**config.mk**
```make
export PLATFORM = sky130hd
export DESIGN_NAME = uart_prog_loader
export DESIGN_NICKNAME = d
export VERILOG_FILES = /design/src/rtl/uart_prog_loader_pkg.sv /design/src/rtl/uart_rx_byte.sv /design/src/rtl/uart_prog_loader.sv
export SDC_FILE = /design/constraint.sdc
export NUM_CORES = 1
export LEC_CHECK = 0
export ABC_AREA = 1
export CAP_MARGIN = 30
export CORE_ASPECT_RATIO = 1.1
export CORE_MARGIN = 2
export CORE_UTILIZATION = 55
export CTS_CLUSTER_SIZE = 25
export DETAILED_ROUTE_END_ITERATION = 10
export PLACE_DENSITY = 0.77
export SLEW_MARGIN = 20
export SYNTH_ARGS = -nofsm -noshare
export SYNTH_HDL_FRONTEND = slang
export SYNTH_HIERARCHICAL = 1
export SYNTH_SLANG_ARGS = --single-unit
```
**constraint.sdc**
```tcl
create_clock -name wb_clk_i -period 4.7 [get_ports wb_clk_i]
set_input_delay 0.94 -clock wb_clk_i [delete_from_list [all_inputs] [get_ports wb_clk_i]]
set_output_delay 0.94 -clock wb_clk_i [all_outputs]
set_load 0.01 [all_outputs]
```
**src/rtl/uart_prog_loader_pkg.sv**
```systemverilog
// Shared definitions for the UART program loader.
// Holds the receiver state encoding, the default end-of-program marker, and
// the UART frame shape (8 data bits, 1 stop bit) plus the word packing factor.
package uart_prog_loader_pkg;

    typedef enum logic [1:0] {
        RX_IDLE  = 2'd0,
        RX_START = 2'd1,
        RX_DATA  = 2'd2,
        RX_STOP  = 2'd3
    } rx_state_e;

    localparam logic [31:0] END_WORD_DEFAULT = 32'h0000_0FFF;

    localparam int unsigned UART_DATA_BITS = 8;
    localparam int unsigned UART_STOP_BITS = 1;
    localparam int unsigned BYTES_PER_WORD = 4;

endpackage

```
**src/rtl/uart_rx_byte.sv**
```systemverilog
// UART 8N1 byte receiver with a 2-flop input synchronizer.
// Ports:
//   wb_clk_i, wb_rst_i  clock, async active-high reset
//   en_i                receive enable; low forces IDLE and drops any partial byte
//   rx_i                asynchronous serial line, idle high
//   data_o              received byte (valid while byte_valid_c_o is high)
//   byte_valid_c_o      one-cycle pulse in the stop-bit sample cycle, stop bit good
//   frame_err_c_o       one-cycle pulse in the stop-bit sample cycle, stop bit low
//   busy_o              high while in START, DATA or STOP
module uart_rx_byte
    import uart_prog_loader_pkg::*;
#(
    parameter int unsigned CLKS_PER_BIT = 434
) (
    input  logic       wb_clk_i,
    input  logic       wb_rst_i,
    input  logic       en_i,
    input  logic       rx_i,
    output logic [7:0] data_o,
    output logic       byte_valid_c_o,
    output logic       frame_err_c_o,
    output logic       busy_o
);

    localparam int unsigned CNT_W     = 16;
    localparam int unsigned BIT_IDX_W = $clog2(UART_DATA_BITS);

    localparam logic [CNT_W-1:0]     HALF_LAST = CNT_W'(CLKS_PER_BIT / 2 - 1);
    localparam logic [CNT_W-1:0]     BIT_LAST  = CNT_W'(CLKS_PER_BIT - 1);
    localparam logic [CNT_W-1:0]     STOP_LAST = CNT_W'(CLKS_PER_BIT * UART_STOP_BITS - 1);
    localparam logic [BIT_IDX_W-1:0] LAST_BIT  = BIT_IDX_W'(UART_DATA_BITS - 1);

    logic [1:0]           sync_q;
    logic                 rx_prev_q;
    rx_state_e            state_q, state_d;
    logic [CNT_W-1:0]     cnt_q, cnt_d;
    logic [BIT_IDX_W-1:0] bit_q, bit_d;
    logic [7:0]           shift_q, shift_d;
    logic                 busy_q;

    logic rx_s;
    logic fall_edge;

    assign rx_s      = sync_q[1];
    assign fall_edge = rx_prev_q & ~rx_s;

    // Synchronizer and edge-detect history; idle-high reset avoids a false start.
    always_ff @(posedge wb_clk_i or posedge wb_rst_i) begin
        if (wb_rst_i) begin
            sync_q    <= 2'b11;
            rx_prev_q <= 1'b1;
        end else begin
            sync_q    <= {sync_q[0], rx_i};
            rx_prev_q <= rx_s;
        end
    end

    // State register.
    always_ff @(posedge wb_clk_i or posedge wb_rst_i) begin
        if (wb_rst_i) begin
            state_q <= RX_IDLE;
            cnt_q   <= '0;
            bit_q   <= '0;
            shift_q <= '0;
            busy_q  <= 1'b0;
        end else begin
            state_q <= state_d;
            cnt_q   <= cnt_d;
            bit_q   <= bit_d;
            shift_q <= shift_d;
            busy_q  <= (state_d != RX_IDLE);
        end
    end

    // Next-state and strobe logic; the counter free-runs and is cleared at each sample point.
    always_comb begin
        state_d        = state_q;
        cnt_d          = cnt_q + CNT_W'(1);
        bit_d          = bit_q;
        shift_d        = shift_q;
        byte_valid_c_o = 1'b0;
        frame_err_c_o  = 1'b0;

        if (!en_i) begin
            state_d = RX_IDLE;
            cnt_d   = '0;
            bit_d   = '0;
        end else begin
            unique case (state_q)
                RX_IDLE: begin
                    cnt_d = '0;
                    bit_d = '0;
                    if (fall_edge) begin
                        state_d = RX_START;
                    end
                end
                RX_START: begin
                    if (cnt_q == HALF_LAST) begin
                        cnt_d   = '0;
                        state_d = rx_s ? RX_IDLE : RX_DATA;
                    end
                end
                RX_DATA: begin
                    if (cnt_q == BIT_LAST) begin
                        cnt_d   = '0;
                        shift_d = {rx_s, shift_q[7:1]};
                        if (bit_q == LAST_BIT) begin
                            state_d = RX_STOP;
                        end else begin
                            bit_d = bit_q + BIT_IDX_W'(1);
                        end
                    end
                end
                RX_STOP: begin
                    if (cnt_q == STOP_LAST) begin
                        cnt_d          = '0;
                        state_d        = RX_IDLE;
                        byte_valid_c_o = rx_s;
                        frame_err_c_o  = ~rx_s;
                    end
                end
                default: state_d = RX_IDLE;
            endcase
        end
    end

    assign data_o = shift_q;
    assign busy_o = busy_q;

endmodule

```
**src/rtl/uart_prog_loader.sv**
```systemverilog
// UART program loader: packs received bytes little-endian into 32-bit words
// and writes them to consecutive program-memory addresses until END_WORD.
// Ports:
//   wb_clk_i, wb_rst_i  clock, async active-high reset
//   en_i                loader enable
//   rx_i                UART serial line (8N1, LSB first, idle high)
//   we_o                one-cycle write strobe
//   addr_o              word address of the write
//   wdata_o             write data
//   busy_o              frame reception in progress
//   done_o              sticky, END_WORD received
//   frame_err_o         sticky, a stop-bit error was seen
module uart_prog_loader
    import uart_prog_loader_pkg::*;
#(
    parameter int unsigned CLKS_PER_BIT = 434,
    parameter int unsigned ADDR_W       = 10,
    parameter logic [31:0] END_WORD     = END_WORD_DEFAULT
) (
    input  logic              wb_clk_i,
    input  logic              wb_rst_i,
    input  logic              en_i,
    input  logic              rx_i,
    output logic              we_o,
    output logic [ADDR_W-1:0] addr_o,
    output logic [31:0]       wdata_o,
    output logic              busy_o,
    output logic              done_o,
    output logic              frame_err_o
);

    localparam int unsigned IDX_W = $clog2(BYTES_PER_WORD);
    localparam logic [IDX_W-1:0] LAST_IDX = IDX_W'(BYTES_PER_WORD - 1);

    logic [7:0]  rx_byte;
    logic        byte_valid_c;
    logic        byte_err_c;
    logic        rx_en;

    logic [31:0]       word_q, word_d;
    logic [IDX_W-1:0]  idx_q, idx_d;
    logic [ADDR_W-1:0] acnt_q, acnt_d;
    logic              we_q, we_d;
    logic [ADDR_W-1:0] addr_q, addr_d;
    logic [31:0]       wdata_q, wdata_d;
    logic              done_q, done_d;
    logic              ferr_q, ferr_d;
    logic [31:0]       full_word;

    // Once done, the receiver is held idle so line activity is ignored until reset.
    assign rx_en = en_i & ~done_q;

    uart_rx_byte #(
        .CLKS_PER_BIT (CLKS_PER_BIT)
    ) u_rx (
        .wb_clk_i       (wb_clk_i),
        .wb_rst_i       (wb_rst_i),
        .en_i           (rx_en),
        .rx_i           (rx_i),
        .data_o         (rx_byte),
        .byte_valid_c_o (byte_valid_c),
        .frame_err_c_o  (byte_err_c),
        .busy_o         (busy_o)
    );

    assign full_word = {rx_byte, word_q[23:0]};

    // Word assembly, write generation and end-marker detection.
    always_comb begin
        word_d  = word_q;
        idx_d   = idx_q;
        acnt_d  = acnt_q;
        we_d    = 1'b0;
        addr_d  = addr_q;
        wdata_d = wdata_q;
        done_d  = done_q;
        ferr_d  = ferr_q | byte_err_c;

        if (byte_valid_c) begin
            if (idx_q == LAST_IDX) begin
                idx_d = '0;
                if (full_word == END_WORD) begin
                    done_d = 1'b1;
                end else begin
                    we_d    = 1'b1;
                    addr_d  = acnt_q;
                    wdata_d = full_word;
                    acnt_d  = acnt_q + ADDR_W'(1);
                end
            end else begin
                word_d[{idx_q, 3'b000} +: 8] = rx_byte;
                idx_d = idx_q + IDX_W'(1);
            end
        end
    end

    always_ff @(posedge wb_clk_i or posedge wb_rst_i) begin
        if (wb_rst_i) begin
            word_q  <= '0;
            idx_q   <= '0;
            acnt_q  <= '0;
            we_q    <= 1'b0;
            addr_q  <= '0;
            wdata_q <= '0;
            done_q  <= 1'b0;
            ferr_q  <= 1'b0;
        end else begin
            word_q  <= word_d;
            idx_q   <= idx_d;
            acnt_q  <= acnt_d;
            we_q    <= we_d;
            addr_q  <= addr_d;
            wdata_q <= wdata_d;
            done_q  <= done_d;
            ferr_q  <= ferr_d;
        end
    end

    assign we_o        = we_q;
    assign addr_o      = addr_q;
    assign wdata_o     = wdata_q;
    assign done_o      = done_q;
    assign frame_err_o = ferr_q;

endmodule
```
==> summary.txt <==
Final layout
  – Fraction of layout cells with a size suffix above 1: 0.114
  – Area of the multi-input gates: 2200 sq um
  – Final-layout fill cell count: 783
  – Final Non-Filler Cells: 830
  – Fin area: 6610 sq um
  – Ant. Diodes: 0
  – Area Overhead vs Synth: 20.8%
  – Reg area: 2860 sq um
  – Nets@finish: 713

Detailed routing
  – Aggregate routed wire length: approximately 12 mm
  – Met3 WL: between 500 and 600 microns
  – DRT antenna net count: 0
  – # DRC: 0
  – Met2 wire len: 5.83 mm
  – Metal-1 WL: 5.08 mm
  – Wirelength per Cell: roughly 14 microns
  – Vias: 4,393
  – Detailed Routing Iterations Pass 1: 5
  – Vias per cell: 5.29
  – Top layer in use: met4
  – Initial detailed-routing violation count: 252

Timing
  – Minimum clock period: 3.26 ns
  – Setup Skew: around 0.0067 ns
  – Rel. slew slack: 0.515
  – Slew @ Worst Pin: ~0.72 ns
  – Tcrit/Tclk final: 0.694
  – Setup_tns: 0 ns
  – Slew Limit Fails: 0
  – Peak Freq: between 300 and 400 MHz
  – Final setup violation count: 0
  – RSZ-0062 raised after global routing: no
  – Final Hold Fails: 0

Global routing
  – Pin count of the biggest net entering global routing: 55
  – First-pass GRT wire length: between 15 and 20 mm
  – Vias in the first global route: 4,204
  – GRT Util Overall: 0.229
  – Grt ovf: 0
  – Initial antenna violation count: 0

Logic synthesis
  – Synth warn: 6
  – Primary FF master, synth: dfrtp_1
  – Sequential share of the synthesized area: 0.522
  – Mux cell area share after synthesis: 0
  – Synth Area in Compound Gates: 0.0519
  – Cells after Synth: 648
  – Yosys reg bits: around 110
  – Most frequent cell after synthesis: nand2_1
  – Synth cell types: 35
  – Fraction of registers with async set/reset: 1.00
  – Syn_nets: 663
  – Synth top cells by count: nand2_1, dfrtp_1, nand3_1
  – Main combinational cell family by area after synthesis: simple AND/OR/NAND/NOR gates
  – Yosys top cell area share: 0.507
  – Area share of xor/xnor cells in the synthesized design: 0.0224
  – Synth Area in Adders: 0.0251
  – Cell area after synthesis: 5480 sq um
  – Simple-Gate Fraction of Synth Area: 0.303
  – EDFF count, synth: 0
  – Top cells by area, synth: dfrtp_1, nand2_1, nand3_1
  – Average cell area after synthesis: 8.45 sq um
  – Post-synth top area cell: dfrtp_1

Critical path
  – Cell mode on critical path: inv_1
  – FF-to-FF path depth: 12
  – CP max FO: 12
  – Critical Path RT: around 5.1 ns
  – Critical path class: primary input to register
  – Worst Setup End Kind: register
  – Crit path largest cell delay: 0.69 ns
  – CP Cell Sequence: clkdlybuf4s50_1 > inv_1 > nor2_1 > inv_1 > nor4_1 > inv_1 > nor2_2 > inv_1 > nor2_2 > nand4_1 > o21ai_0
  – Slowest stage cell, crit path: nor4_1
  – Worst setup SP type: primary input
  – CP arrival: 3.67 ns

Status
  – Outcome: complete, no violations

Clock network
  – Clk root buf: clkbuf_8
  – Post-CTS setup buffers: 0
  – CTS sink count: 114
  – Post-CTS Resized: 0
  – CTS H-tree lvls: 4
  – Hold buffers post-CTS: 0
  – CTS Buf Count: 17
  – Max Root-Sink Buffers: 2
  – TritonCTS clock tree: built
  – Skew-Pair Late Insertion Delay: roughly 0.5 ns
  – Worst-path clk slew: ~0.050 ns

Floorplanning
  – I/O Pins: 50
  – Die Span X: 99.1 microns
  – Rows: 38
  – DIE AREA: 10,800 sq um
  – Placeable core region: 9790 sq um
  – DIE HEIGHT: 109 microns
  – Initial core utilization: 0.559

Worst hold path
  – Hold Path Cell Cnt: 0
  – Worst min path class: register to register

Power
  – Peak supply drop: 0.231 mV
  – Pwr dens: 353 nW/um^2
  – Leak: 3.29 nW

Placed design
  – Port Buffer Count: 49
  – DP Wirelength: 7.33 mm
  – Area after DPL: 5980 sq um
  – Placed Cells: 797
  – Gpl congestion: slightly below 0.9

Flow run
  – Max-cap violations: 0
## cell families (layout without fill, tap and decap cells)
family          count (synthesis)  after routing
simple gates                  373            373
flops                         114            114
buf+inv                        92            154
compound gates                 44             44
xor+xnor                       14             14
fa+ha+maj                      11             11
## worst paths after layout
check | startpoint | endpoint | slack (ns)
max | en_i | word_q[12] | 1.44
min | u_rx/sync_q[0] | u_rx/sync_q[1] | 0.36
max reg2reg | u_rx/cnt_q[1] | word_q[12] | 1.84
min reg2reg | u_rx/sync_q[0] | u_rx/sync_q[1] | 0.36
max in group asynchronous | wb_rst_i | wdata_o[11] | 3.10
min in group asynchronous | wb_rst_i | wdata_o[29] | 0.69
## stage by stage
stage	hold WS, ns	power (mW)	setup WS (ns)	util
after floorplan	0.345	1.06	1.68	-
after global placement	0.348	1.08	1.23	0.611
after detailed placement	0.349	1.08	1.02	0.611
after CTS	0.357	2.35	1.48	0.670
after global routing	0.357	2.42	1.21	0.675
final	0.356	2.33	1.44	0.675
## power by group
group / switching [mW] / total (mW) / internal [mW]
Sequential: 0.00726 / 1.00 / 0.993
Combinational: 0.0466 / 0.0625 / 0.0158
Clock: 0.424 / 1.27 / 0.847
## area by class of cell
cell class,count,area share
clock buffers,18,0.0632
clock inverters,13,0.0254
inverters,69,0.0393
multi-input cells,442,0.333
flip-flops and latches,114,0.432
well taps,120,0.0227
repair buffers,54,0.0848
## cells in the final DEF, fill, tap and decap left out, types with 9 or more instances in the layout
| cell | count |
|---|---|
| nand4_1 | 18 |
| nor2_2 | 15 |
| clkbuf_16 | 16 |
| clkdlybuf4s50_1 | 49 |
| nand2_1 | 204 |
| dfrtp_1 | 111 |
| xor2_1 | 9 |
| nor2_1 | 46 |
| o21ai_0 | 20 |
| o21ai_2 | 9 |
| clkinv_2 | 9 |
| inv_1 | 62 |
| ha_1 | 11 |
| nand3_1 | 71 |
## critical path: cells and delay by family
kind,cells,cell delay [ns]
and+or+nand+nor,5,1.60
buffers and inverters,5,0.97
AOI/OAI and AO/OA,1,0.15
## sequential cells by signal, indices dropped and copies added, names as in the netlist
signal / cells
wdata_o: 32
word_q: 24
u_rx/cnt_q: 16
acnt_q: 10
addr_o: 10
u_rx/data_o: 8
u_rx/bit_q: 3
idx_q: 2
u_rx/state_q: 2
u_rx/sync_q: 2
done_o: 1
frame_err_o: 1
u_rx/busy_o: 1
u_rx/rx_prev_q: 1
we_o: 1
## metal layers
| metal | up-vias | global-route usage |
|---|---|---|
| met4 | 0 | 0.0763 |
| met2 | 141 | 0.380 |
| met3 | 8 | 0.0679 |
| li1 | 2170 | - |
| met1 | 2074 | 0.290 |
| met5 | - | 0 |
No activity file was read; power rests on OpenSTA's default activity.
